$ cat src/rtl/mem_access_unit_if.sv
// Data-side SRAM-like bus between the MEM-stage load/store unit and the bus bridge.
// The unit drives the request fields; the bridge returns addr_ok/data_ok and read data.
interface mem_access_unit_if;
  logic        data_req;
  logic        data_wr;
  logic [1:0]  data_size;
  logic [31:0] data_addr;
  logic [3:0]  data_wstrb;
  logic [31:0] data_wdata;
  logic        data_addr_ok;
  logic        data_data_ok;
  logic [31:0] data_rdata;

  modport master (
    output data_req, data_wr, data_size, data_addr, data_wstrb, data_wdata,
    input  data_addr_ok, data_data_ok, data_rdata
  );

  modport slave (
    input  data_req, data_wr, data_size, data_addr, data_wstrb, data_wdata,
    output data_addr_ok, data_data_ok, data_rdata
  );
endinterface

$ cat src/rtl/mem_access_unit.sv
// MEM-stage multi-cycle load/store engine: stall, lane strobes, load extension, address errors, watchdog.
// Define MEM_ADDR_MAP_EN to fold kseg0/kseg1 (vaddr[31:30]=10) onto physical {3'b000, vaddr[28:0]}.
module mem_access_unit #(
  parameter int TIMEOUT_CYC = 0,
  parameter int CNT_W       = 8
) (
  input  logic              clk,
  input  logic              rst,
  input  logic              req_valid,
  input  logic [2:0]        op,
  input  logic [31:0]       vaddr,
  input  logic [31:0]       wdata_i,
  input  logic              flush,
  output logic              stall_o,
  output logic              done_o,
  output logic [31:0]       rdata_o,
  output logic              adel_o,
  output logic              ades_o,
  output logic [31:0]       bad_vaddr_o,
  output logic              bus_err_o,
  mem_access_unit_if.master bus
);

  localparam logic [2:0] OP_LB  = 3'd0;
  localparam logic [2:0] OP_LBU = 3'd1;
  localparam logic [2:0] OP_LH  = 3'd2;
  localparam logic [2:0] OP_LHU = 3'd3;
  localparam logic [2:0] OP_LW  = 3'd4;
  localparam logic [2:0] OP_SB  = 3'd5;
  localparam logic [2:0] OP_SH  = 3'd6;
  localparam logic [2:0] OP_SW  = 3'd7;

  localparam logic [CNT_W-1:0] CNT_LAST = (TIMEOUT_CYC > 0) ? CNT_W'(TIMEOUT_CYC - 1) : '0;

  typedef enum logic [2:0] {ST_IDLE, ST_REQ, ST_WAIT, ST_DONE, ST_DRAIN} state_t;

  state_t            state_reg;
  logic [2:0]        op_reg;
  logic [1:0]        addr_lo_reg;
  logic [CNT_W-1:0]  cnt_reg;
  logic              data_req_reg;
  logic              data_wr_reg;
  logic [1:0]        data_size_reg;
  logic [31:0]       data_addr_reg;
  logic [3:0]        data_wstrb_reg;
  logic [31:0]       data_wdata_reg;
  logic [31:0]       rdata_reg;
  logic              done_reg;
  logic              bus_err_reg;

  logic              is_store;
  logic [1:0]        size_next;
  logic [3:0]        wstrb_next;
  logic [31:0]       wdata_next;
  logic [31:0]       phys_addr;
  logic              misaligned;
  logic              accept;
  logic              addr_exc;
  logic              resp_now;
  logic              wd_expire;
  logic [7:0]        lane [4];
  logic [31:0]       load_result;

  // Request decode for the instruction currently presented in MEM.
  always_comb begin
    is_store   = (op == OP_SB) || (op == OP_SH) || (op == OP_SW);
    size_next  = 2'd0;
    wstrb_next = 4'b0000;
    wdata_next = 32'h0;
    case (op)
      OP_LH, OP_LHU: size_next = 2'd1;
      OP_LW:         size_next = 2'd2;
      OP_SB: begin
        size_next  = 2'd0;
        wstrb_next = 4'b0001 << vaddr[1:0];
        wdata_next = {4{wdata_i[7:0]}};
      end
      OP_SH: begin
        size_next  = 2'd1;
        wstrb_next = vaddr[1] ? 4'b1100 : 4'b0011;
        wdata_next = {2{wdata_i[15:0]}};
      end
      OP_SW: begin
        size_next  = 2'd2;
        wstrb_next = 4'b1111;
        wdata_next = wdata_i;
      end
      default: size_next = 2'd0;
    endcase
    misaligned = ((size_next == 2'd1) && vaddr[0]) ||
                 ((size_next == 2'd2) && (vaddr[1:0] != 2'b00));
  end

`ifdef MEM_ADDR_MAP_EN
  assign phys_addr = (vaddr[31:30] == 2'b10) ? {3'b000, vaddr[28:0]} : vaddr;
`else
  assign phys_addr = vaddr;
`endif

  assign accept   = (state_reg == ST_IDLE) && req_valid && !flush && !misaligned;
  assign addr_exc = !rst && (state_reg == ST_IDLE) && req_valid && !flush && misaligned;

  assign adel_o      = addr_exc && !is_store;
  assign ades_o      = addr_exc && is_store;
  assign bad_vaddr_o = addr_exc ? vaddr : 32'h0;

  always_comb begin
    stall_o = 1'b0;
    if (!rst) begin
      case (state_reg)
        ST_IDLE:          stall_o = accept;
        ST_REQ, ST_WAIT:  stall_o = 1'b1;
        ST_DRAIN:         stall_o = req_valid;
        default:          stall_o = 1'b0;
      endcase
    end
  end

  // A response only counts once the address phase has been accepted.
  assign resp_now  = bus.data_data_ok &&
                     (((state_reg == ST_REQ) && bus.data_addr_ok) || (state_reg == ST_WAIT));
  assign wd_expire = (TIMEOUT_CYC > 0) && (cnt_reg == CNT_LAST);

  genvar gi;
  generate
    for (gi = 0; gi < 4; gi++) begin : g_lane
      assign lane[gi] = bus.data_rdata[8*gi +: 8];
    end
  endgenerate

  always_comb begin
    logic [7:0]  byte_v;
    logic [15:0] half_v;
    byte_v      = lane[addr_lo_reg];
    half_v      = addr_lo_reg[1] ? bus.data_rdata[31:16] : bus.data_rdata[15:0];
    load_result = 32'h0;
    case (op_reg)
      OP_LB:   load_result = {{24{byte_v[7]}}, byte_v};
      OP_LBU:  load_result = {24'h0, byte_v};
      OP_LH:   load_result = {{16{half_v[15]}}, half_v};
      OP_LHU:  load_result = {16'h0, half_v};
      OP_LW:   load_result = bus.data_rdata;
      default: load_result = 32'h0;
    endcase
  end

  always_ff @(posedge clk) begin
    if (rst) begin
      state_reg      <= ST_IDLE;
      op_reg         <= 3'd0;
      addr_lo_reg    <= 2'd0;
      cnt_reg        <= '0;
      data_req_reg   <= 1'b0;
      data_wr_reg    <= 1'b0;
      data_size_reg  <= 2'd0;
      data_addr_reg  <= 32'h0;
      data_wstrb_reg <= 4'b0000;
      data_wdata_reg <= 32'h0;
      rdata_reg      <= 32'h0;
      done_reg       <= 1'b0;
      bus_err_reg    <= 1'b0;
    end else begin
      done_reg    <= 1'b0;
      bus_err_reg <= 1'b0;
      case (state_reg)
        ST_IDLE: begin
          if (accept) begin
            state_reg      <= ST_REQ;
            op_reg         <= op;
            addr_lo_reg    <= vaddr[1:0];
            cnt_reg        <= '0;
            data_req_reg   <= 1'b1;
            data_wr_reg    <= is_store;
            data_size_reg  <= size_next;
            data_addr_reg  <= phys_addr;
            data_wstrb_reg <= wstrb_next;
            data_wdata_reg <= wdata_next;
          end
        end
        ST_REQ, ST_WAIT: begin
          cnt_reg <= cnt_reg + 1'b1;
          if ((state_reg == ST_REQ) && bus.data_addr_ok)
            data_req_reg <= 1'b0;
          if (flush) begin
            // Outstanding bus transaction must still complete before the next one.
            state_reg <= resp_now ? ST_IDLE : ST_DRAIN;
          end else if (resp_now) begin
            state_reg <= ST_DONE;
            done_reg  <= 1'b1;
            rdata_reg <= load_result;
          end else if (wd_expire) begin
            state_reg    <= ST_IDLE;
            bus_err_reg  <= 1'b1;
            data_req_reg <= 1'b0;
          end else if ((state_reg == ST_REQ) && bus.data_addr_ok) begin
            state_reg <= ST_WAIT;
          end
        end
        ST_DONE: state_reg <= ST_IDLE;
        ST_DRAIN: begin
          if (bus.data_addr_ok)
            data_req_reg <= 1'b0;
          if (bus.data_data_ok && (!data_req_reg || bus.data_addr_ok)) begin
            state_reg    <= ST_IDLE;
            data_req_reg <= 1'b0;
          end
        end
        default: state_reg <= ST_IDLE;
      endcase
    end
  end

  assign bus.data_req   = data_req_reg;
  assign bus.data_wr    = data_wr_reg;
  assign bus.data_size  = data_size_reg;
  assign bus.data_addr  = data_addr_reg;
  assign bus.data_wstrb = data_wstrb_reg;
  assign bus.data_wdata = data_wdata_reg;
  assign rdata_o        = rdata_reg;
  assign done_o         = done_reg;
  assign bus_err_o      = bus_err_reg;

endmodule
$ cat src/flat_wrapper.sv
// flat-port wrapper written by rule: the top's interface ports become plain ports
module mem_access_unit_flat 
#(
  parameter int TIMEOUT_CYC = 0,
  parameter int CNT_W       = 8
)
  (clk, rst, req_valid, op, vaddr, wdata_i, flush, stall_o, done_o, rdata_o, adel_o, ades_o, bad_vaddr_o, bus_err_o, bus_data_req, bus_data_wr, bus_data_size, bus_data_addr, bus_data_wstrb, bus_data_wdata, bus_data_addr_ok, bus_data_data_ok, bus_data_rdata);
  mem_access_unit_if bus_i ();
  input  logic clk;
  input  logic rst;
  input  logic req_valid;
  input  logic [2:0] op;
  input  logic [31:0] vaddr;
  input  logic [31:0] wdata_i;
  input  logic flush;
  output logic stall_o;
  output logic done_o;
  output logic [31:0] rdata_o;
  output logic adel_o;
  output logic ades_o;
  output logic [31:0] bad_vaddr_o;
  output logic bus_err_o;
  output wire logic [$bits(bus_i.data_req)-1:0] bus_data_req;
  output wire logic [$bits(bus_i.data_wr)-1:0] bus_data_wr;
  output wire logic [$bits(bus_i.data_size)-1:0] bus_data_size;
  output wire logic [$bits(bus_i.data_addr)-1:0] bus_data_addr;
  output wire logic [$bits(bus_i.data_wstrb)-1:0] bus_data_wstrb;
  output wire logic [$bits(bus_i.data_wdata)-1:0] bus_data_wdata;
  input wire logic [$bits(bus_i.data_addr_ok)-1:0] bus_data_addr_ok;
  input wire logic [$bits(bus_i.data_data_ok)-1:0] bus_data_data_ok;
  input wire logic [$bits(bus_i.data_rdata)-1:0] bus_data_rdata;
  assign bus_data_req = bus_i.data_req;
  assign bus_data_wr = bus_i.data_wr;
  assign bus_data_size = bus_i.data_size;
  assign bus_data_addr = bus_i.data_addr;
  assign bus_data_wstrb = bus_i.data_wstrb;
  assign bus_data_wdata = bus_i.data_wdata;
  assign bus_i.data_addr_ok = bus_data_addr_ok;
  assign bus_i.data_data_ok = bus_data_data_ok;
  assign bus_i.data_rdata = bus_data_rdata;
  mem_access_unit #(.TIMEOUT_CYC(TIMEOUT_CYC), .CNT_W(CNT_W)) u_core (.clk(clk), .rst(rst), .req_valid(req_valid), .op(op), .vaddr(vaddr), .wdata_i(wdata_i), .flush(flush), .stall_o(stall_o), .done_o(done_o), .rdata_o(rdata_o), .adel_o(adel_o), .ades_o(ades_o), .bad_vaddr_o(bad_vaddr_o), .bus_err_o(bus_err_o), .bus(bus_i));
endmodule
$ cat config.mk
export PLATFORM = sky130hd
export DESIGN_NAME = mem_access_unit_flat
export DESIGN_NICKNAME = d
export VERILOG_FILES = /design/src/rtl/mem_access_unit_if.sv /design/src/rtl/mem_access_unit.sv /design/src/flat_wrapper.sv
export SDC_FILE = /design/constraint.sdc
export NUM_CORES = 1
export LEC_CHECK = 0
export ABC_AREA = 0
export BUFFER_PORTS_ARGS = -buffer_cell sky130_fd_sc_hd__clkbuf_2
export CAP_MARGIN = 20
export CORE_ASPECT_RATIO = 0.9
export CORE_MARGIN = 2
export CORE_UTILIZATION = 30
export CTS_BUF_LIST = sky130_fd_sc_hd__clkbuf_8
export DETAILED_ROUTE_END_ITERATION = 7
export GPL_TIMING_DRIVEN = 0
export PLACE_DENSITY = 0.67
export SLEW_MARGIN = 25
export SYNTH_ARGS = -nofsm -noshare
export SYNTH_HDL_FRONTEND = slang
export SYNTH_SLANG_ARGS = --single-unit
$ cat constraint.sdc
create_clock -name clk -period 3.8 [get_ports clk]
set_input_delay 0.38 -clock clk [delete_from_list [all_inputs] [get_ports clk]]
set_output_delay 0.38 -clock clk [all_outputs]
set_load 0.1 [all_outputs]
==> results.sh <==
export IMPL_synthesis_yosys_warnings=0
export IMPL_bufs_on_longest_clock_path=2
export IMPL_place_congestion=0.8725
export IMPL_post_synth_mux_area_share=0.06208
export IMPL_cts_clk_slew_worst_paths_ps=120
export IMPL_ir_worst_vdd_mv=0.1946
export IMPL_combinational_share_of_power=0.279
export IMPL_dr_pass1_iters=7
export IMPL_finish_cell_count_without_fillers=1066
export IMPL_via_count_of_the_first_global_routing_pass=4998
export IMPL_finish_net_count=926
export IMPL_cp_end_kind="output port"
export IMPL_die_area_sq_um=19030
export IMPL_antenna_violating_nets_post_route=0
export IMPL_clock_power_share=0.296
export IMPL_fraction_of_layout_cells_with_a_size_suffix_above_1=0.3692
export IMPL_core_area_sq_um=17610
export IMPL_tns_ps=0
export IMPL_portbufs=242
export IMPL_filler_cell_count=1811
export IMPL_synthXorXnorAreaFrac=0.004883
export IMPL_detailroute_via_count=5682
export IMPL_synthToLayoutAreaGrowth_pct=32.88
export IMPL_rsz0062_at_grt="no"
export IMPL_dp_hpwl_mm=14.59
export IMPL_synth_cells=568
export IMPL_cellLeakagePower_nw=3.020
export IMPL_timing_final_setup_violations=0
export IMPL_number_of_antenna_violations_at_the_first_check_in_global_routing=2
export IMPL_cp_data_required_time_ps=3420
export IMPL_clk_insertion_delay_late_ps=400
export IMPL_grt_pass1_wl_mm=28.41
export IMPL_htree_num_levels=3
export IMPL_syn_area_sq_um=5381
export IMPL_drt_first_iter_violations=415
export IMPL_outcome="complete, no violations"
export IMPL_asyncSetResetFlopFracSynth=0
export IMPL_die_width_microns=145.2
export IMPL_route_detailed_drc=0
export IMPL_postSynthAreaPerCell_sq_um=9.474
export IMPL_post_cts_resize_count=1
export IMPL_antenna_diode_count=0
export IMPL_timing_worst_slew_pin_value_ps=883.2
export IMPL_power_switching_mw=1.085
export IMPL_cts_root_buffer_cell="sky130_fd_sc_hd__clkbuf_8"
export IMPL_cts_tree="done"
export IMPL_max_cap_viol_count=0
export IMPL_critPathArrivalTime_ps=3050
export IMPL_setup_worst_path_start_class="register"
export IMPL_post_cts_repair_setup_buffers=0
export IMPL_grt_total_usage=0.1914
export IMPL_grt_overflow_total=0
export IMPL_initial_core_util=0.3056
export IMPL_cts_made_buffers=9
export IMPL_io_pins=246
export IMPL_wl_mm=18.98
export IMPL_die_h_microns=131.1
export IMPL_max_slew_margin_rel=0.4067
export IMPL_cts_sinks=111
export IMPL_vias_per_cell=5.330
export IMPL_post_drt_wl_per_cell_microns=17.80
export IMPL_sequential_fraction_of_the_synthesis_area=0.4129
export IMPL_timing_worst_setup_path_type="register to output port"
export IMPL_period_share=0.9037
export IMPL_syn_nets=673
export IMPL_count_of_endpoints_failing_hold_in_the_final_timing_report=0
export IMPL_main_combinational_cell_family_by_area_after_synthesis="compound AO/OA/AOI/OAI gates"
export IMPL_holdBufCountCts=0
export IMPL_rows=46
export IMPL_hp_class="primary input to register"
export IMPL_synthAdderAreaFrac=0
export IMPL_synth_ff_type="sky130_fd_sc_hd__dfxtp_1"
export IMPL_synth_simple_gate_area_frac=0.1328
export IMPL_period_minus_slack_ps=3434
export IMPL_skew_ps=18.95
export IMPL_slew_violations=0
export IMPL_timing_limited_maximum_frequency_mhz=291.2
export IMPL_power_switching_fraction=0.3784
export IMPL_synth_compound_area_share=0.3311
export IMPL_dpl_cell_count=1050
export IMPL_synth_unique_cells=52
export IMPL_synth_seq_cells=111
export IMPL_p_int_mw=1.783
export IMPL_finish_utilization=0.4060
export IMPL_biggest_fanout_along_the_worst_timing_path=10
export IMPL_synth_edf_count=0
export IMPL_whs_ps=212.2
export IMPL_pwr_share_seq=0.425
export IMPL_largest_net_degree_at_the_start_of_global_routing=21
export IMPL_p_per_area_nw_per_um2=401.1
[power groups by stage]
| stage | clock (mW) | sequential, mW | combinational [mW] |
|---|---|---|---|
| after floorplan | 0 | 1.47 | 0.356 |
| after global placement | 0 | 1.24 | 0.790 |
| after detailed placement | 0 | 1.25 | 0.794 |
| after CTS | 0.868 | 1.22 | 0.796 |
| after global routing | 0.906 | 1.22 | 0.850 |
| final | 0.849 | 1.22 | 0.800 |
[stage by stage]
step	worst slack [ps]	instance area [sq um]	power (mW)
2_1_floorplan	541.8	5386	1.826
3_3_place_gp	318.5	6898	2.035
3_5_place_dp	307.0	6904	2.039
4_1_cts	105.4	7143	2.883
5_1_grt	175.4	7151	2.978
6_report	366.0	7151	2.868
[cells in the mapped netlist (5+ instances only)]
cell / number / area (sq um)
sky130_fd_sc_hd__a222oi_1: 7 / 70.07
sky130_fd_sc_hd__buf_2: 5 / 25.02
sky130_fd_sc_hd__nand2b_1: 8 / 50.05
sky130_fd_sc_hd__inv_1: 5 / 18.77
sky130_fd_sc_hd__mux2i_1: 12 / 120.1
sky130_fd_sc_hd__mux2_2: 17 / 191.4
sky130_fd_sc_hd__nor2b_1: 8 / 50.05
sky130_fd_sc_hd__a221oi_1: 8 / 70.07
sky130_fd_sc_hd__a21oi_1: 57 / 285.3
sky130_fd_sc_hd__a22oi_1: 32 / 240.2
sky130_fd_sc_hd__a22o_1: 18 / 157.7
sky130_fd_sc_hd__o2bb2ai_2: 10 / 150.1
sky130_fd_sc_hd__nand4_1: 35 / 219.0
sky130_fd_sc_hd__nor2_1: 11 / 41.29
sky130_fd_sc_hd__o31ai_1: 35 / 262.8
sky130_fd_sc_hd__and2_1: 34 / 212.7
sky130_fd_sc_hd__dfxtp_1: 111 / 2222
sky130_fd_sc_hd__o2bb2ai_1: 38 / 332.8
sky130_fd_sc_hd__o21ai_0: 6 / 30.03
sky130_fd_sc_hd__buf_1: 6 / 22.52
sky130_fd_sc_hd__clkbuf_1: 54 / 202.7
[placed cells by master, fill, tap and decap left out, types with 8 or more instances in the layout]
cell type / n
sky130_fd_sc_hd__clkbuf_2: 243
sky130_fd_sc_hd__dfxtp_1: 111
sky130_fd_sc_hd__a21oi_1: 56
sky130_fd_sc_hd__clkbuf_1: 53
sky130_fd_sc_hd__o2bb2ai_1: 38
sky130_fd_sc_hd__nand4_1: 35
sky130_fd_sc_hd__o31ai_1: 35
sky130_fd_sc_hd__and2_1: 34
sky130_fd_sc_hd__a22oi_1: 32
sky130_fd_sc_hd__a22o_1: 18
sky130_fd_sc_hd__mux2_2: 17
sky130_fd_sc_hd__mux2i_1: 12
sky130_fd_sc_hd__nor2_1: 11
sky130_fd_sc_hd__o2bb2ai_2: 10
sky130_fd_sc_hd__clkbuf_8: 9
sky130_fd_sc_hd__nor2b_1: 8
sky130_fd_sc_hd__nand2b_1: 8
sky130_fd_sc_hd__a221oi_1: 8
[worst max-delay path, stage by stage, from the launching register on]
cell and delay, ps:
sky130_fd_sc_hd__dfxtp_1 320, sky130_fd_sc_hd__buf_2 160, sky130_fd_sc_hd__or3_1 380, sky130_fd_sc_hd__or3_4 420
sky130_fd_sc_hd__a21oi_2 370, sky130_fd_sc_hd__clkbuf_2 330, sky130_fd_sc_hd__and2_1 210, sky130_fd_sc_hd__clkbuf_2 470
[final timing paths]
kind / start / end / slack (ps) / cells past startpoint
worst min-delay path: vaddr[29] / u_core.bus.data_addr[29] / 210 / 3
worst max-delay path: u_core.state_reg[0] / adel_o / 370 / 7
worst max register to register: u_core.bus.data_addr[1] / u_core.rdata_o[6] / 1470 / 6
worst min register to register: u_core.bus.data_wr / u_core.bus.data_wr / 460 / 1
[per-layer routing]
metal  global-route usage  vias to the layer above  wire length [microns]
met5                    0                        -                      9
met4              0.06574                        2                    399
met3              0.04464                       29                   1251
met2               0.3062                      229                   8593
met1               0.2569                     2696                   8725
li1                     -                     2726                      -
[layout make-up]
type	count	area (sq um)	share of cell area
Multi-Input combinational cell	384	2882	0.4030
Sequential cell	111	2222	0.3108
Timing Repair Buffer	242	1211	0.1694
Tap cell	240	300.3	0.04199
Buffer	68	281.5	0.03937
Clock buffer	9	123.9	0.01732
Clock inverter	7	111.4	0.01557
Inverter	5	18.77	0.002625
[logic make-up after synthesis]
| kind of cell | after synthesis |
|---|---|
| other | 1 |
| buffers and inverters | 73 |
| and+or+nand+nor | 116 |
| muxes | 30 |
| AOI/OAI and AO/OA | 234 |
| DFF | 111 |
| xor gates and xnor gates | 3 |
Power figures use the tool's default switching activity.
